File: src/rtl/tick_gen_multi.sv
// tick_gen_multi: CHANNELS independent clock-enable tick generators
// with programmable period, free-run/one-shot mode, level and busy.
module tick_gen_multi #(
    parameter int unsigned     CHANNELS       = 2,
    parameter int unsigned     BITS           = 21,
    parameter logic [BITS-1:0] DEFAULT_PERIOD = BITS'(4)
) (
    input  logic                     clk,
    input  logic                     rst,
    input  logic [CHANNELS-1:0]      en,
    input  logic [CHANNELS-1:0]      oneshot,
    input  logic [CHANNELS-1:0]      start,
    input  logic [CHANNELS-1:0]      load,
    input  logic [CHANNELS*BITS-1:0] period,
    output logic [CHANNELS-1:0]      tick,
    output logic [CHANNELS-1:0]      level,
    output logic [CHANNELS-1:0]      busy
);

    localparam logic [BITS-1:0] ONE = BITS'(1);

    logic [BITS-1:0]     cnt_q  [CHANNELS];
    logic [BITS-1:0]     cnt_d  [CHANNELS];
    logic [BITS-1:0]     preg_q [CHANNELS];
    logic [BITS-1:0]     preg_d [CHANNELS];
    logic [BITS-1:0]     p_eff  [CHANNELS];
    logic [CHANNELS-1:0] run;
    logic [CHANNELS-1:0] term;
    logic [CHANNELS-1:0] tick_q, tick_d;
    logic [CHANNELS-1:0] level_q, level_d;
    logic [CHANNELS-1:0] busy_q, busy_d;

    // Effective period (0 behaves as 1), run qualifier and terminal detect
    always_comb begin
        p_eff = '{default: '0};
        run   = '0;
        term  = '0;
        for (int i = 0; i < CHANNELS; i++) begin
            p_eff[i] = (preg_q[i] == '0) ? ONE : preg_q[i];
            run[i]   = en[i] & (~oneshot[i] | busy_q[i]);
            term[i]  = run[i] & (cnt_q[i] == p_eff[i] - ONE);
        end
    end

    // Per-channel next state: en-off > load > start > terminal > count
    always_comb begin
        cnt_d   = cnt_q;
        preg_d  = preg_q;
        tick_d  = '0;
        level_d = level_q;
        busy_d  = busy_q;
        for (int i = 0; i < CHANNELS; i++) begin
            if (!en[i]) begin
                cnt_d[i]  = '0;
                busy_d[i] = 1'b0;
            end else if (load[i]) begin
                preg_d[i] = period[i*BITS +: BITS];
                cnt_d[i]  = '0;
            end else if (start[i] && oneshot[i]) begin
                cnt_d[i]  = '0;
                busy_d[i] = 1'b1;
            end else if (term[i]) begin
                cnt_d[i]   = '0;
                tick_d[i]  = 1'b1;
                level_d[i] = ~level_q[i];
                busy_d[i]  = 1'b0;
            end else if (run[i]) begin
                cnt_d[i] = cnt_q[i] + ONE;
            end else begin
                cnt_d[i] = '0;
            end
            // busy only has meaning in one-shot mode
            if (!oneshot[i]) begin
                busy_d[i] = 1'b0;
            end
        end
    end

    // State registers with synchronous reset
    always_ff @(posedge clk) begin
        if (rst) begin
            for (int i = 0; i < CHANNELS; i++) begin
                cnt_q[i]  <= '0;
                preg_q[i] <= DEFAULT_PERIOD;
            end
            tick_q  <= '0;
            level_q <= '0;
            busy_q  <= '0;
        end else begin
            cnt_q   <= cnt_d;
            preg_q  <= preg_d;
            tick_q  <= tick_d;
            level_q <= level_d;
            busy_q  <= busy_d;
        end
    end

    assign tick  = tick_q;
    assign level = level_q;
    assign busy  = busy_q;

endmodule

File: config.mk
export PLATFORM = sky130hd
export DESIGN_NAME = tick_gen_multi
export DESIGN_NICKNAME = d
export VERILOG_FILES = /design/src/rtl/tick_gen_multi.sv
export SDC_FILE = /design/constraint.sdc
export NUM_CORES = 1
export LEC_CHECK = 0
export ABC_AREA = 1
export BUFFER_PORTS_ARGS = -buffer_cell sky130_fd_sc_hd__buf_2
export CORE_AREA = 3 3 98 119
export CTS_CLUSTER_SIZE = 28
export DETAILED_ROUTE_END_ITERATION = 12
export DIE_AREA = 0 0 101 122
export PLACE_DENSITY = 0.76
export SLEW_MARGIN = 30
export SYNTH_ARGS = -nofsm -noshare
export SYNTH_HDL_FRONTEND = slang
export SYNTH_SLANG_ARGS = --single-unit
File: constraint.sdc
create_clock -name clk -period 2.7 [get_ports clk]
set_input_delay 0 -clock clk [delete_from_list [all_inputs] [get_ports clk]]
set_output_delay 0 -clock clk [all_outputs]
set_load 0.02 [all_outputs]
Word-level counts from Yosys, hierarchy flattened
Cells that the tools add are included.

storage, ports and cells
  bits in latches = 0
  memories = 0
  output and inout bits = 6
  word-level logic and storage cells = 60
  bits in writable memories = 0
  memory bits (read-only) = 0
  register bits = 90
  input bits = 52

cells by class
  reduce and logical (&&, ||, !) cells = 18
  div/mod/pow operators = 0
  bitwise logic cells = 18
  multipliers = 0
  $add $sub $neg = 4
  multiplexer cells = 8
  equality and inequality tests = 2
  magnitude comparators = 0
  shift-type cells = 0

operators by type and width
  kind                   number
  $add 21x1->21 const B  2
  $eq 21x21->1           2
  $logic_not 21->1       2
  $mux 21                2
  $sub 21x1->21 const B  2
  $not 1->1              12
  $reduce_or 6->1        2
  $reduce_and 2->1       4
  $reduce_and 4->1       2
  $reduce_or 4->1        2
  $mux 1                 6
  $reduce_or 3->1        2
  $and 1x1->1            4
  $reduce_bool 2->1      2
  $logic_and 1x1->1      2
  $or 1x1->1             2

Longest topological paths before layout
  word-level depth = 7
  mapped depth = 22

Least setup slack after synthesis
OpenSTA, ideal clock, no wires.

  kind = reg-to-reg
  start point = reg preg_q[8] in the netlist's numbering
  end point = reg cnt_q[18] in the netlist's numbering
  library setup time = 0.117 ns
  cell stages (with the launch flop) = 22
  data arrival time = 2.599 ns
  slack = -0.016 ns
  cells stage by stage = dfxtp_1 > nor2_1 > nand2_1 > nor2_1 > nand3_1 > buf_2 > nand2_1 > inv_1 > ha_1 > nand2_1 > inv_1 > nand2_1 > nor2_1 > nand2_1 > nor2_2 > nand2_1 > xor2_1 > nor2_1 > nand4_1 > o21ai_1 > buf_4 > nor3_1

on the way
  longest elaborated chain between the ends = 6

ends and longest elaborated chain
  element                      line  text
  from (decl)                  24    logic [BITS-1:0] preg_q [CHANNELS];
  from (signal assigned)       91    preg_q <= preg_d;
  $logic_not 21->1             39    p_eff[i] = (preg_q[i] == '0) ? ONE : preg_q[i];
  $mux 21 *                    39
  $sub 21x1->21 *              41    term[i] = run[i] & (cnt_q[i] == p_eff[i] - ONE);
  $eq 21x21->1 *               41
  $and 1x1->1 *                41
  $reduce_or 6->1 (no line) *  --
  to (signal assigned)         90    cnt_q <= cnt_d;
  to (decl)                    22    logic [BITS-1:0] cnt_q [CHANNELS];

Every way passes the cells marked *; elsewhere a longest branch is shown, timed or not.
A chain may end at the register's enable or synchronous reset.

Worst setup path after layout
  start point = reg preg_q[3] in the netlist's numbering
  end point = reg cnt_q[2] in the netlist's numbering

The elaborated chain is that of the path after synthesis.

==> reports/summary.txt <==
crit path launch type - flip-flop
Worst-Skew Late Latency - 340 ps
Slowest cell on crit path - dfxtp_2
status - finished, violations left
Async S/R FF share, synth - 0
Peak VDD IR - 0.0002950 V
Worst Path Arrival - 3060 ps
input/output buffers - 57
Starting Density - 0.5391
combinational share of power - 0.240
Layout area overhead - 38.94%
internal cell power - 0.002462 W
CTS tree - yes
Via Count - 6292
IO Pins - 58
Critical Path Fanout Max - 5
Final Cycle Share - 1.047
Worst EP required - 2940 ps
initial antenna violation count - 0
Final Hold Vio Count - 0
GRT Util Overall - 0.2885
largest area contributor in the netlist - dfxtp_1
post-synth cell types - 42
Overflow after GRT - 0
final net count - 1090
Die H - 122 µm
Placeable Area - 10570 µm²
clk buf depth - 2
Final Wtd Congestion - 1.011
leading register cell type out of synthesis - dfxtp_1
Avg Cell Area, Syn - 6.671 µm²
crit-path cells - nor2_4 -> nand2_1 -> nor2_2 -> nand3_2 -> nand2_2 -> inv_2 -> ha_4 -> nand2_2 -> buf_6 -> nor2_1 -> xor2_1 -> or2_2 -> nand2_1 -> a21oi_1 -> nand3_2 -> o21ai_4 -> clkbuf_16 -> nor2_1
TritonCTS buffer count - 9
endpoints failing setup - 22
post-route ant nets - 0
syn_nets - 910
Tightest Pin Transition - 681.1 ps
Static Leakage - 3.427 nW
Final Slew Violations - 0
first-pass GRT wire length - 28.06 mm
post-route minimum period - 2828 ps
HP Class - in -> reg
Reg clk slew, reported paths - 70 ps
largest net degree at the start of global routing - 46
Clock Power Share - 0.359
# diodes - 0
sequential cell fraction of total power - 0.402
Setup crit end kind - flip-flop
failing checks - negative setup slack
via/cell ratio - 5.387
Chip Width - 101 µm
synthesis warning total - 0
post-synth design cell area - 5697 µm²
die area - 12320 µm²
CTS H-tree lvls - 3
Pre-antenna DRT Iters - 5
top cell type's share of synthesized area - 0.3163
Largest stage delay, worst path - 330 ps
DP HPWL - 12.62 mm
pre-CTS setup slack - -94.32 ps
cells after synthesis - 854
layout cell share with drive strength beyond 1 - 0.2849
Clock Skew - 9.432 ps
NetSw - 0.001053 W
CTS Root Cell - clkbuf_16
register area share after synthesis - 0.3163
max-cap violation count - 0
Fin Setup TNS - -2153 ps
fmax - 353.7 MHz
DRT iter0 DRCs - 294
Util after Layout - 0.7490
WL/cell - 15.84 µm
Sink Count - 90
crit path kind - reg -> reg
RSZ-0062 raised after global routing - true
row count - 41
switching portion of total power - 0.2995
Pwr per Cell Area - 444.1 nW/µm²
Rel. slew slack - 0.5449
vias in the first global route - 6117
Area contributors post-synth - dfxtp_1 32%, nand2_1 11%, nor2_1 8.2%
Final WS setup - -127.6 ps
number of synthesized register bits - 90
Post-synth EDFFs - 0
WL final - 18.51 mm
DRC errors left - 0
-- critical path: cells and delay by family, from the launching register on --
kind                     cells  cell delay (ps)
AND/OR/NAND/NOR             11             1100
AO/OA/AOI/OAI                2              470
buffers and inverters        3              400
flip-flops                   1              330
XOR/XNOR                     1              270
adder cells (fa/ha/maj)      1              150
-- final timing paths --
path                            depth (start not counted)  startpoint  slack, ps          to
worst max-delay path                                   18   preg_q[3]       -130    cnt_q[2]
worst min-delay path                                    3  period[16]        0.3  preg_q[37]
worst max register to register                         18   preg_q[3]       -130    cnt_q[2]
worst min register to register                          1    cnt_q[0]        470    cnt_q[0]
-- synth_stat cells, drive strengths merged (12+ instances only) --
library cell	instances
inv	118
nand3	52
clkbuf	12
dfxtp	90
xnor2	26
a21oi	53
nor2	148
xor2	43
o21ai	53
nor3	17
nand4	28
nand2	166
-- what timing repair did --
item,CTS,global route
setup buffers,2,11
hold buffers,43,0
cloned,0,4
gates resized for setup,14,101
setup endpoints to repair,43,48
pin swaps,10,46
endpoints found under the hold margin,41,0
-- registers in the layout (all words and copies together) (netlist names) --
signal	count
busy	2
tick	2
preg_q	42
level	2
cnt_q	42
-- final cells by class --
type                    count  area, µm²
multi-input cells         627       3716
inverters                 119      449.2
well taps                 129      161.4
repair buffers            187       1465
clock inverters             6      67.56
fillers                   762       2653
flip-flops and latches     90       1827
clock buffers              10      229.0
-- layout by cell type (no fill, tap or decap), drive strengths merged --
master       synthesis  final
o2111ai              1      1
ha                   4      4
nand4               28     28
nor4                 8      8
o211ai               2      2
o311ai               1      1
dfxtp               90     90
clkbuf              12     13
and2                 2      2
o21ai               53     53
nand2b               1      1
xnor2               26     26
nand3               52     52
o31ai                2      2
buf                  6    141
o21bai               2      2
nand3b               5      5
clkinvlp             0      2
nand2              166    166
inv                118    118
nor2               148    148
xor2                43     43
nor3                17     17
or2                 10     10
clkinv               1      4
and3                 1      1
a21oi               53     53
dlygate4sd3          0     43
a31o                 1      1
bufinv               0      1
nor3b                1      1
-- layer usage --
metal / global-route usage / share of wire / wire (µm)
met1: 0.2983 / 0.35 / 6544
met2: 0.5511 / 0.54 / 10030
met3: 0.03780 / 0.047 / 868
met4: 0.1554 / 0.057 / 1058
met5: 0 / 0 / 0
-- power by group through the flow --
stage	sequential [W]	clock [W]	combinational [W]
floorplan	0.00143	0	0.000397
detailed placement	0.00143	0	0.000664
global placement	0.00143	0	0.000658
CTS	0.00140	0.00126	0.000728
global route	0.00142	0.00132	0.000919
finish	0.00141	0.00126	0.000842
-- cell families after synthesis --
| group | share of synthesized area |
|---|---|
| AOI/OAI and AO/OA | 0.1056 |
| and+or+nand+nor | 0.3657 |
| xor gates and xnor gates | 0.1074 |
| adders and majority gates | 0.008786 |
| DFF | 0.3163 |
| buffers and inverters | 0.09620 |
-- through the flow --
| stage | instances | hold WS (ps) | total power, W | cell area, µm² |
|---|---|---|---|---|
| global placement | 1092 | 220.5 | 0.002085 | 6596 |
| global route | 1168 | 27.61 | 0.003652 | 7915 |
| floorplan | 854 | 71.52 | 0.001831 | 5700 |
| finish | 1168 | 0.3130 | 0.003515 | 7915 |
| CTS | 1153 | 3.564 | 0.003386 | 7386 |
| detailed placement | 1092 | 224.0 | 0.002091 | 6596 |
Note: power is estimated with default switching activity, not from simulation.
